### src/rtl/alu_pkg.sv
// alu_pkg: shared definitions for the pipelined ALU.
//   - OP_* : 3-bit opcode encodings driven on ctrl_aluop
//   - state_t : control FSM states (IDLE, MUL_RUN)
//   - STATE_W : width of the debug state port
package alu_pkg;

    localparam logic [2:0] OP_SUB  = 3'b000;  // out = b - a
    localparam logic [2:0] OP_NEG  = 3'b001;  // out = -a
    localparam logic [2:0] OP_INC  = 3'b010;  // out = a + 1
    localparam logic [2:0] OP_AND  = 3'b011;  // out = a & b
    localparam logic [2:0] OP_ADD  = 3'b100;  // out = b + a
    localparam logic [2:0] OP_MUL  = 3'b101;  // out = low half of a * b
    localparam logic [2:0] OP_OR   = 3'b110;  // out = a | b
    localparam logic [2:0] OP_PASS = 3'b111;  // out = a

    localparam int STATE_W = 1;

    typedef enum logic [STATE_W-1:0] {
        IDLE    = 1'b0,
        MUL_RUN = 1'b1
    } state_t;

endpackage

### src/rtl/alu_mul_iter.sv
// alu_mul_iter: unsigned shift-add multiplier, one partial product per clock.
// Ports:
//   clk, rst  : clock, synchronous active-high reset (aborts a running multiply)
//   start     : load a/b and begin; ignored bits of a previous run are discarded
//   a, b      : WIDTH-bit unsigned operands (sampled only when start is high)
//   done      : high during the last of WIDTH step cycles
//   product   : full 2*WIDTH-bit product, valid in the cycle done is high
// The product is presented combinationally from the final step so that the
// consumer can register it on the same edge the multiplier retires.
module alu_mul_iter #(
    parameter int WIDTH = 32
) (
    input  logic                 clk,
    input  logic                 rst,
    input  logic                 start,
    input  logic [WIDTH-1:0]     a,
    input  logic [WIDTH-1:0]     b,
    output logic                 done,
    output logic [2*WIDTH-1:0]   product
);

    localparam int CW = $clog2(WIDTH);

    logic               busy;
    logic [CW-1:0]      count;
    logic [WIDTH-1:0]   mcand;
    // Upper half accumulates partial sums, lower half holds the remaining
    // multiplier bits; each step shifts the whole register right by one.
    logic [2*WIDTH-1:0] acc;
    logic [2*WIDTH-1:0] acc_next;
    logic [WIDTH:0]     partial;

    always_comb begin
        partial  = {1'b0, acc[2*WIDTH-1:WIDTH]} + (acc[0] ? {1'b0, mcand} : '0);
        acc_next = {partial, acc[WIDTH-1:1]};
        done     = busy && (count == CW'(WIDTH - 1));
        product  = acc_next;
    end

    always_ff @(posedge clk) begin
        if (rst) begin
            busy  <= 1'b0;
            count <= '0;
            mcand <= '0;
            acc   <= '0;
        end else if (start) begin
            busy  <= 1'b1;
            count <= '0;
            mcand <= a;
            acc   <= {{WIDTH{1'b0}}, b};
        end else if (busy) begin
            acc   <= acc_next;
            count <= count + 1'b1;
            if (done) begin
                busy <= 1'b0;
            end
        end
    end

endmodule

### src/rtl/alu_pipe.sv
// alu_pipe: single-stage registered ALU with an iterative multiplier.
// Ports:
//   clk, rst                 : clock, synchronous active-high reset
//   in_valid/in_ready        : input handshake; in_a, in_b, ctrl_aluop
//   out_valid/out_ready      : output handshake; out plus flag_zero/neg/carry/ovf
//   dbg_state                : current control FSM state (IDLE / MUL_RUN)
//
// Handshake: a transfer happens on a rising edge where valid && ready are
// both high. The producer must hold its payload until that edge; the
// consumer side of this block holds out and the flags stable while
// out_valid && !out_ready. in_ready depends combinationally on out_ready so
// a result can be delivered and a new operation accepted on the same edge.
module alu_pipe
    import alu_pkg::*;
#(
    parameter int WIDTH = 32
) (
    input  logic               clk,
    input  logic               rst,
    input  logic               in_valid,
    output logic               in_ready,
    input  logic [WIDTH-1:0]   in_a,
    input  logic [WIDTH-1:0]   in_b,
    input  logic [2:0]         ctrl_aluop,
    output logic               out_valid,
    input  logic               out_ready,
    output logic [WIDTH-1:0]   out,
    output logic               flag_zero,
    output logic               flag_neg,
    output logic               flag_carry,
    output logic               flag_ovf,
    output logic [STATE_W-1:0] dbg_state
);

    state_t             state;
    logic               accept;
    logic               deliver;
    logic               mul_start;
    logic               mul_done;
    logic [2*WIDTH-1:0] mul_product;

    // Shared adder: every arithmetic op is x + y + cin.
    logic [WIDTH-1:0]   add_x;
    logic [WIDTH-1:0]   add_y;
    logic               add_cin;
    logic [WIDTH:0]     add_sum;
    logic               add_ovf;

    logic [WIDTH-1:0]   alu_res;
    logic               alu_carry;
    logic               alu_ovf;

    assign in_ready  = !rst && (state == IDLE) && (!out_valid || out_ready);
    assign accept    = in_valid && in_ready;
    assign deliver   = out_valid && out_ready;
    assign mul_start = accept && (ctrl_aluop == OP_MUL);
    assign dbg_state = state;

    always_comb begin
        add_x   = '0;
        add_y   = '0;
        add_cin = 1'b0;
        case (ctrl_aluop)
            OP_SUB: begin  // b + ~a + 1
                add_x   = in_b;
                add_y   = ~in_a;
                add_cin = 1'b1;
            end
            OP_NEG: begin  // 0 + ~a + 1
                add_y   = ~in_a;
                add_cin = 1'b1;
            end
            OP_INC: begin
                add_x   = in_a;
                add_cin = 1'b1;
            end
            OP_ADD: begin
                add_x = in_b;
                add_y = in_a;
            end
            default: begin
            end
        endcase
    end

    assign add_sum = {1'b0, add_x} + {1'b0, add_y} + {{WIDTH{1'b0}}, add_cin};
    // Signed overflow: both addends share a sign that the result does not.
    assign add_ovf = (add_x[WIDTH-1] == add_y[WIDTH-1]) &&
                     (add_sum[WIDTH-1] != add_x[WIDTH-1]);

    always_comb begin
        alu_res   = '0;
        alu_carry = 1'b0;
        alu_ovf   = 1'b0;
        case (ctrl_aluop)
            OP_SUB, OP_NEG, OP_INC, OP_ADD: begin
                alu_res   = add_sum[WIDTH-1:0];
                alu_carry = add_sum[WIDTH];
                alu_ovf   = add_ovf;
            end
            OP_AND:  alu_res = in_a & in_b;
            OP_OR:   alu_res = in_a | in_b;
            OP_PASS: alu_res = in_a;
            default: begin
            end
        endcase
    end

    alu_mul_iter #(
        .WIDTH (WIDTH)
    ) u_mul (
        .clk     (clk),
        .rst     (rst),
        .start   (mul_start),
        .a       (in_a),
        .b       (in_b),
        .done    (mul_done),
        .product (mul_product)
    );

    always_ff @(posedge clk) begin
        if (rst) begin
            state      <= IDLE;
            out_valid  <= 1'b0;
            out        <= '0;
            flag_zero  <= 1'b0;
            flag_neg   <= 1'b0;
            flag_carry <= 1'b0;
            flag_ovf   <= 1'b0;
        end else begin
            case (state)
                IDLE:    if (mul_start) state <= MUL_RUN;
                MUL_RUN: if (mul_done)  state <= IDLE;
                default: state <= IDLE;
            endcase

            if (accept && (ctrl_aluop != OP_MUL)) begin
                out        <= alu_res;
                flag_zero  <= (alu_res == '0);
                flag_neg   <= alu_res[WIDTH-1];
                flag_carry <= alu_carry;
                flag_ovf   <= alu_ovf;
                out_valid  <= 1'b1;
            end else if ((state == MUL_RUN) && mul_done) begin
                out        <= mul_product[WIDTH-1:0];
                flag_zero  <= (mul_product[WIDTH-1:0] == '0);
                flag_neg   <= mul_product[WIDTH-1];
                flag_carry <= |mul_product[2*WIDTH-1:WIDTH];
                flag_ovf   <= 1'b0;
                out_valid  <= 1'b1;
            end else if (deliver) begin
                out_valid  <= 1'b0;
            end
        end
    end

endmodule

### config.mk
export PLATFORM = sky130hd
export DESIGN_NAME = alu_pipe
export DESIGN_NICKNAME = d
export VERILOG_FILES = /design/src/rtl/alu_pkg.sv /design/src/rtl/alu_mul_iter.sv /design/src/rtl/alu_pipe.sv
export SDC_FILE = /design/constraint.sdc
export NUM_CORES = 1
export LEC_CHECK = 0
export BUFFER_PORTS_ARGS = -buffer_cell sky130_fd_sc_hd__buf_2
export CAP_MARGIN = 20
export CORE_ASPECT_RATIO = 1.5
export CORE_MARGIN = 5
export CORE_UTILIZATION = 51
export CTS_BUF_LIST = sky130_fd_sc_hd__clkbuf_8
export DETAILED_ROUTE_END_ITERATION = 10
export PLACE_DENSITY_LB_ADDON = 0.15
export SYNTH_ARGS = -nofsm -noshare
export SYNTH_HDL_FRONTEND = slang
export SYNTH_SLANG_ARGS = --single-unit
### constraint.sdc
create_clock -name clk -period 10 [get_ports clk]
set_input_delay 0.5 -clock clk [delete_from_list [all_inputs] [get_ports clk]]
set_output_delay 0.5 -clock clk [all_outputs]
set_load 0.03 [all_outputs]
Yosys cells after proc, flatten, opt, wreduce, memory -nomap -nowiden
Cells that the tools add are included.
{"block": "word_totals", "mem_bits_ro": 0, "ram_bits": 0, "latchBits": 0, "regBits": 140, "output_inout_bits": 39, "memories": 0, "word_cells": 82, "input_bits": 71}
{"block": "classes", "n_addsub": 4, "muxes": 27, "shift": 0, "n_reduce_logical": 24, "n_mul": 0, "n_eq_ne": 11, "magnitude_cmp": 0, "n_bitwise": 4, "n_div": 0}
{"op": "two-way mux 32 bit", "n": 5}
{"op": "case mux 32 bit (2 select lines)", "n": 2}
{"op": "case mux 32 bit (4 select lines)", "n": 1}
{"op": "adder 32 x 32 -> 33 bit", "n": 2}
{"op": "logical NOT 32 bit", "n": 2}
{"op": "adder 33 x 1 -> 33 bit", "n": 1}
{"op": "AND 32 bit", "n": 1}
{"op": "inverter 32 bit", "n": 1}
{"op": "OR 32 bit", "n": 1}
{"op": "OR reduction 32 bit", "n": 1}
{"op": "two-way mux 1 bit", "n": 18}
{"op": "== test 3 bit, second input constant", "n": 4}
{"op": "logical AND 1 bit", "n": 9}
{"op": "== test 3 x 2 -> 1 bit, second input constant", "n": 2}
{"op": "OR reduction 2 bit", "n": 3}
{"op": "adder 5 x 1 -> 5 bit, second input constant", "n": 1}
{"op": "== test 5 bit, second input constant", "n": 1}
{"op": "nonzero test 2 bit", "n": 2}
{"op": "OR reduction 4 bit", "n": 1}
{"op": "== test 3 x 1 -> 1 bit, second input constant", "n": 1}
{"op": "logical NOT 3 bit", "n": 1}
{"op": "inequality test 3 bit, second input constant", "n": 1}
{"op": "nonzero test 3 bit", "n": 1}
{"op": "OR reduction 3 bit", "n": 1}
{"op": "6 further kinds", "n": 7}

Depth between registers and ports, before layout
{"block": "logic_depth", "depth_word": 9, "ltp_mapped": 21, "mapped_depth_nobuf": 16}

By module
Synthesis repeated with hierarchy kept, for this count alone.
{"block": "hier_totals", "hier_cells": 1551, "area_unflattened_um2": 11547.3}
{"module": "alu_mul_iter", "seq_area_each_um2": 2042.0, "cells_each": 728, "area_per_inst_um2": 6127.1, "n_inst": 1}
{"module": "alu_pipe", "seq_area_each_um2": 740.7, "cells_each": 823, "area_per_inst_um2": 5420.2, "n_inst": 1}

Least setup slack after synthesis
No wires, ideal clock.
{"block": "synth_timing", "path_type": "input to register", "startpoint": "input port ctrl_aluop[2]", "endpoint": "register flag_zero", "arrival_time_ns": 4.797, "t_required_ns": 9.916, "n_path_buf": 5, "slack_ns": 5.118, "setup_ns": 0.084, "path_stages": 19, "cell_sequence": "buf_2 -> buf_2 -> buf_1 -> clkbuf_1 -> or2_2 -> clkbuf_1 -> o21ai_0 -> fa_1 -> fa_1 -> a21o_1 -> a221oi_4 -> a31oi_1 -> a21oi_2 -> o21ai_1 -> xor2_1 -> o221a_2 -> nor4b_1 -> nand4_1 -> o31ai_2"}
{"block": "synth_via", "elab_chain_cells": 8, "elab_cells_between_ends": 22}
{"element": "start, declared", "line": "alu_pipe.sv:24", "rtl": "input logic [2:0] ctrl_aluop,"}
{"element": "== test 3 bit (tied with other cells)", "line": "alu_pipe.sv:63, alu_pipe.sv:95"}
{"element": "OR reduction 2 bit (no line)"}
{"element": "case mux 32 bit (2 select lines)", "line": "alu_pipe.sv:63", "rtl": "case (ctrl_aluop)"}
{"element": "adder 32 x 32 -> 33 bit", "line": "alu_pipe.sv:86", "rtl": "assign add_sum = {1'b0, add_x} + {1'b0, add_y} + {{WIDTH{1'b0}}, add_cin};"}
{"element": "adder 33 x 1 -> 33 bit", "line": "alu_pipe.sv:86"}
{"element": "case mux 32 bit (4 select lines)", "line": "alu_pipe.sv:95", "rtl": "case (ctrl_aluop)"}
{"element": "logical NOT 32 bit", "line": "alu_pipe.sv:139", "rtl": "flag_zero <= (alu_res == '0);"}
{"element": "two-way mux 1 bit", "line": "alu_pipe.sv:137", "rtl": "if (accept && (ctrl_aluop != OP_MUL)) begin"}
{"element": "end signal, assigned", "line": "alu_pipe.sv:139"}
{"element": "end signal, assigned", "line": "alu_pipe.sv:146", "rtl": "flag_zero <= (mul_product[WIDTH-1:0] == '0);"}
{"element": "end, declared", "line": "alu_pipe.sv:28", "rtl": "output logic flag_zero,"}
Several ways; a longest one is shown, not always the timed one.
A chain may end at the register's enable or synchronous reset.

Final worst setup path
{"block": "layout_timing", "startpoint": "input port ctrl_aluop[0]", "endpoint": "register flag_zero"}
The elaborated chain is that of the path after synthesis.

==> results.md <==
- Outcome: finished, final reports clean
- Routing usage on met1: 34.84%
- Fin nets: 1674
- Final GP Congestion: 0.9474
- Max H-tree Level: 4
- First-pass detailed-route iteration total: 5
- Reg power frac: 41.4%
- Yosys reg bits: 139
- CTS tree: built
- Antenna viol nets, final: 0
- Sw power: 0.0004471 W
- Sequential area share after synthesis: 24.71%
- Clk root buf: clkbuf_8
- Synthesized Nets: 1636
- Vias/cell: 6.349
- Reg2reg path depth: 14
- Final Critical Period: 5.084 ns
- Power per cell area: 114.3 nW/um^2
- Fill cells: 2156
- Yosys cell types: 80
- Inserted Clock Buffers: 17
- Post-synth EDFFs: 0
- Area of the die: 25220 sq um
- Max rail drop VDD: 0.05801 mV
- Final Hold Fails: 0
- Vias in the first global route: 10690
- Final setup violation count: 0
- Worst Hold End: u_mul.mcand[11]
- Combinational Power Share: 22.7%
- Share of cells above drive strength 1: 12.21%
- Grt peak-use layer: met2
- Clock share of power: 35.9%
- Commonest cells in the netlist: nand2_1 (228), dfxtp_1 (139), nor2_1 (118), a21oi_1 (115), clkbuf_1 (87)
- Most frequent cell after synthesis: nand2_1
- Final Slew Violations: 0
- Initial Utilization: 51.86%
- Maximum fanout along the worst path: 42
- Switch share: 31.74%
- DRC: 0
- Area leader, netlist: dfxtp_1
- Core area: 21720 sq um
- Chip Height: 192 um
- Row cnt: 66
- Worst Path Required: 10.36 ns
- Postcts setup bufs: 0
- CP Capture Type: flip-flop
- WHS Path Cells: 3
- Clock Skew: 0.01023 ns
- CP arrival: 5.44 ns
- Antenna diodes: 0
- Primary FF master, synth: dfxtp_1
- Ports: 110
- Cts hold-fix bufs: 0
- Met2 usage: 48.26%
- Port Buf Inserts: 109
- Critical Path Source: ctrl_aluop[0]
- Synth top area share: 24.71%
- HP Class: input port to flip-flop
- Initial antenna violation count: 0
- Top cells by area, synth: dfxtp_1 (25%), nand2_1 (7.6%), ha_1 (7.2%)
- GRT Overall Usage: 27.92%
- Cell area after layout: 12320 sq um
- Synthesized area: 11260 sq um
- Clock Path Buffers: 2
- Reg-to-reg startpoint: u_mul.acc[0]
- First-pass GRT wire length: 57350 um
- Headroom to the max-slew limit: 38.87%
- Worst slew pin tran: 0.9157 ns
- Chip Width: 131.3 um
- Pint: 0.0009615 W
- Reg-to-reg endpoint: flag_carry
- Detailed Route WL: 37180 um
- Type of origin of the critical path: input port
- Grt met3 use: 3.721%
- Latest clock arrival within the worst-skew pair: 0.44 ns
- DP Area: 11860 sq um
- DR iter-0 viols: 988
- Asr flop ratio synth: 0%
- CTS Sinks: 139
- Final worst-path cycle share: 50.84%
- Post-Synthesis Mean Instance Area: 7.523 sq um
- DR WL/cell: 20.43 um
- RSZ-0062 raised after global routing: no
- Synth warn: 0
- Critical path type: input port to flip-flop
- # resized after CTS: 0
- R2r setup slk: 5.48 ns
- Hold Path Origin: in_a[11]
- DR vias: 11560
- Layout area overhead: 9.388%
- Max-Cap Viols: 0
- Syn Inst Count: 1497
- Max Fclk: 196.7 MHz
- Final setup TNS: 0 ns
- Largest net degree at the start of global routing: 99
- Total grt overflow: 0
- Leak: 4.934 nW
- Hpwl dp: 28010 um
- Clock slew at reported path FFs: 0.08 ns
-- per-stage QoR --
| stage | cells | util, % | total power [W] | hold WS (ns) | setup slack [ns] |
|---|---|---|---|---|---|
| finish | 1820 | 56.72 | 0.001409 | 0.3601 | 4.916 |
| CTS | 1819 | 56.63 | 0.001410 | 0.3177 | 4.999 |
| global route | 1820 | 56.72 | 0.001463 | 0.3383 | 4.581 |
| floorplan | 1497 | - | 0.0008035 | 0.4317 | 5.118 |
| detailed placement | 1787 | 54.63 | 0.0009075 | 0.4432 | 4.522 |
| global placement | 1787 | 54.63 | 0.0009058 | 0.4384 | 4.546 |
-- power by group through the flow --
stage               Sequential (W)  Combinational, W  Clock (W)
floorplan                 0.000609          0.000194          0
global placement          0.000596          0.000310          0
detailed placement        0.000596          0.000311          0
CTS                       0.000583          0.000312   0.000514
global route              0.000585          0.000341   0.000537
finish                    0.000584          0.000319   0.000506
-- layout make-up --
class / instances / area, sq um / area share [%]
multi-input combinational: 1224 / 7975 / 64.74
sequential: 139 / 2786 / 22.62
clock buffer: 19 / 261.5 / 2.123
timing repair buffer: 124 / 673.1 / 5.464
tap: 272 / 340.3 / 2.763
clock inverter: 13 / 173.9 / 1.412
inverter: 29 / 108.9 / 0.8836
-- placed cells by master (no fill, tap or decap), types with 47 or more instances in the layout --
cell      count
ha_1         65
a211oi_1     51
nand2_1     228
a21o_1       47
a21oi_1     115
nor2_1      116
mux2i_1      65
dfxtp_1     138
buf_2       108
o21ai_0      64
-- critical path, stage by stage --
cell and delay [ns]:
buf_2 0.60, or2_0 0.56, nor2_2 0.05, buf_4 0.27
a22o_1 0.25, fa_1 0.46, fa_1 0.43, a21o_1 0.24
a221oi_4 0.39, xnor2_1 0.13, a21oi_2 0.17, o2111ai_1 0.15
a2111oi_2 0.33, nand4_1 0.19, nor4b_1 0.34, nand4_1 0.15
o31ai_2 0.22
-- sequential cells by signal, indices dropped and copies added (netlist names) --
register     count
dbg_state        1
flag_carry       1
flag_ovf         1
flag_zero        1
out             32
out_valid        1
u_mul.acc       64
u_mul.busy       1
u_mul.count      5
u_mul.mcand     32
-- cell families after synthesis --
family                     count (synthesis)  share of synthesized area (%)
DFF                                      139                          24.71
adders and majority gates                 68                          7.755
and+or+nand+nor                          536                          22.00
buffers and inverters                    134                          4.699
muxes                                     65                          5.777
xor gates and xnor gates                  51                          3.966
AOI/OAI and AO/OA                        504                          31.10
-- worst max-delay path by stage --
stage	to	slack, ns	cells past startpoint
final	flag_zero	4.92	17
after global routing	flag_zero	4.58	17
after CTS	flag_zero	5.00	17
after detailed placement	flag_zero	4.52	17
after global placement	flag_zero	4.55	17
after floorplan	flag_zero	5.12	19
-- layer usage --
layer / wire, um / up-vias
met5: 0 / -
met1: 15020 / 5355
met2: 17980 / 516
met3: 2773 / 95
met4: 1399 / 0
li1: - / 5590
(Power assumes the default switching activity.)
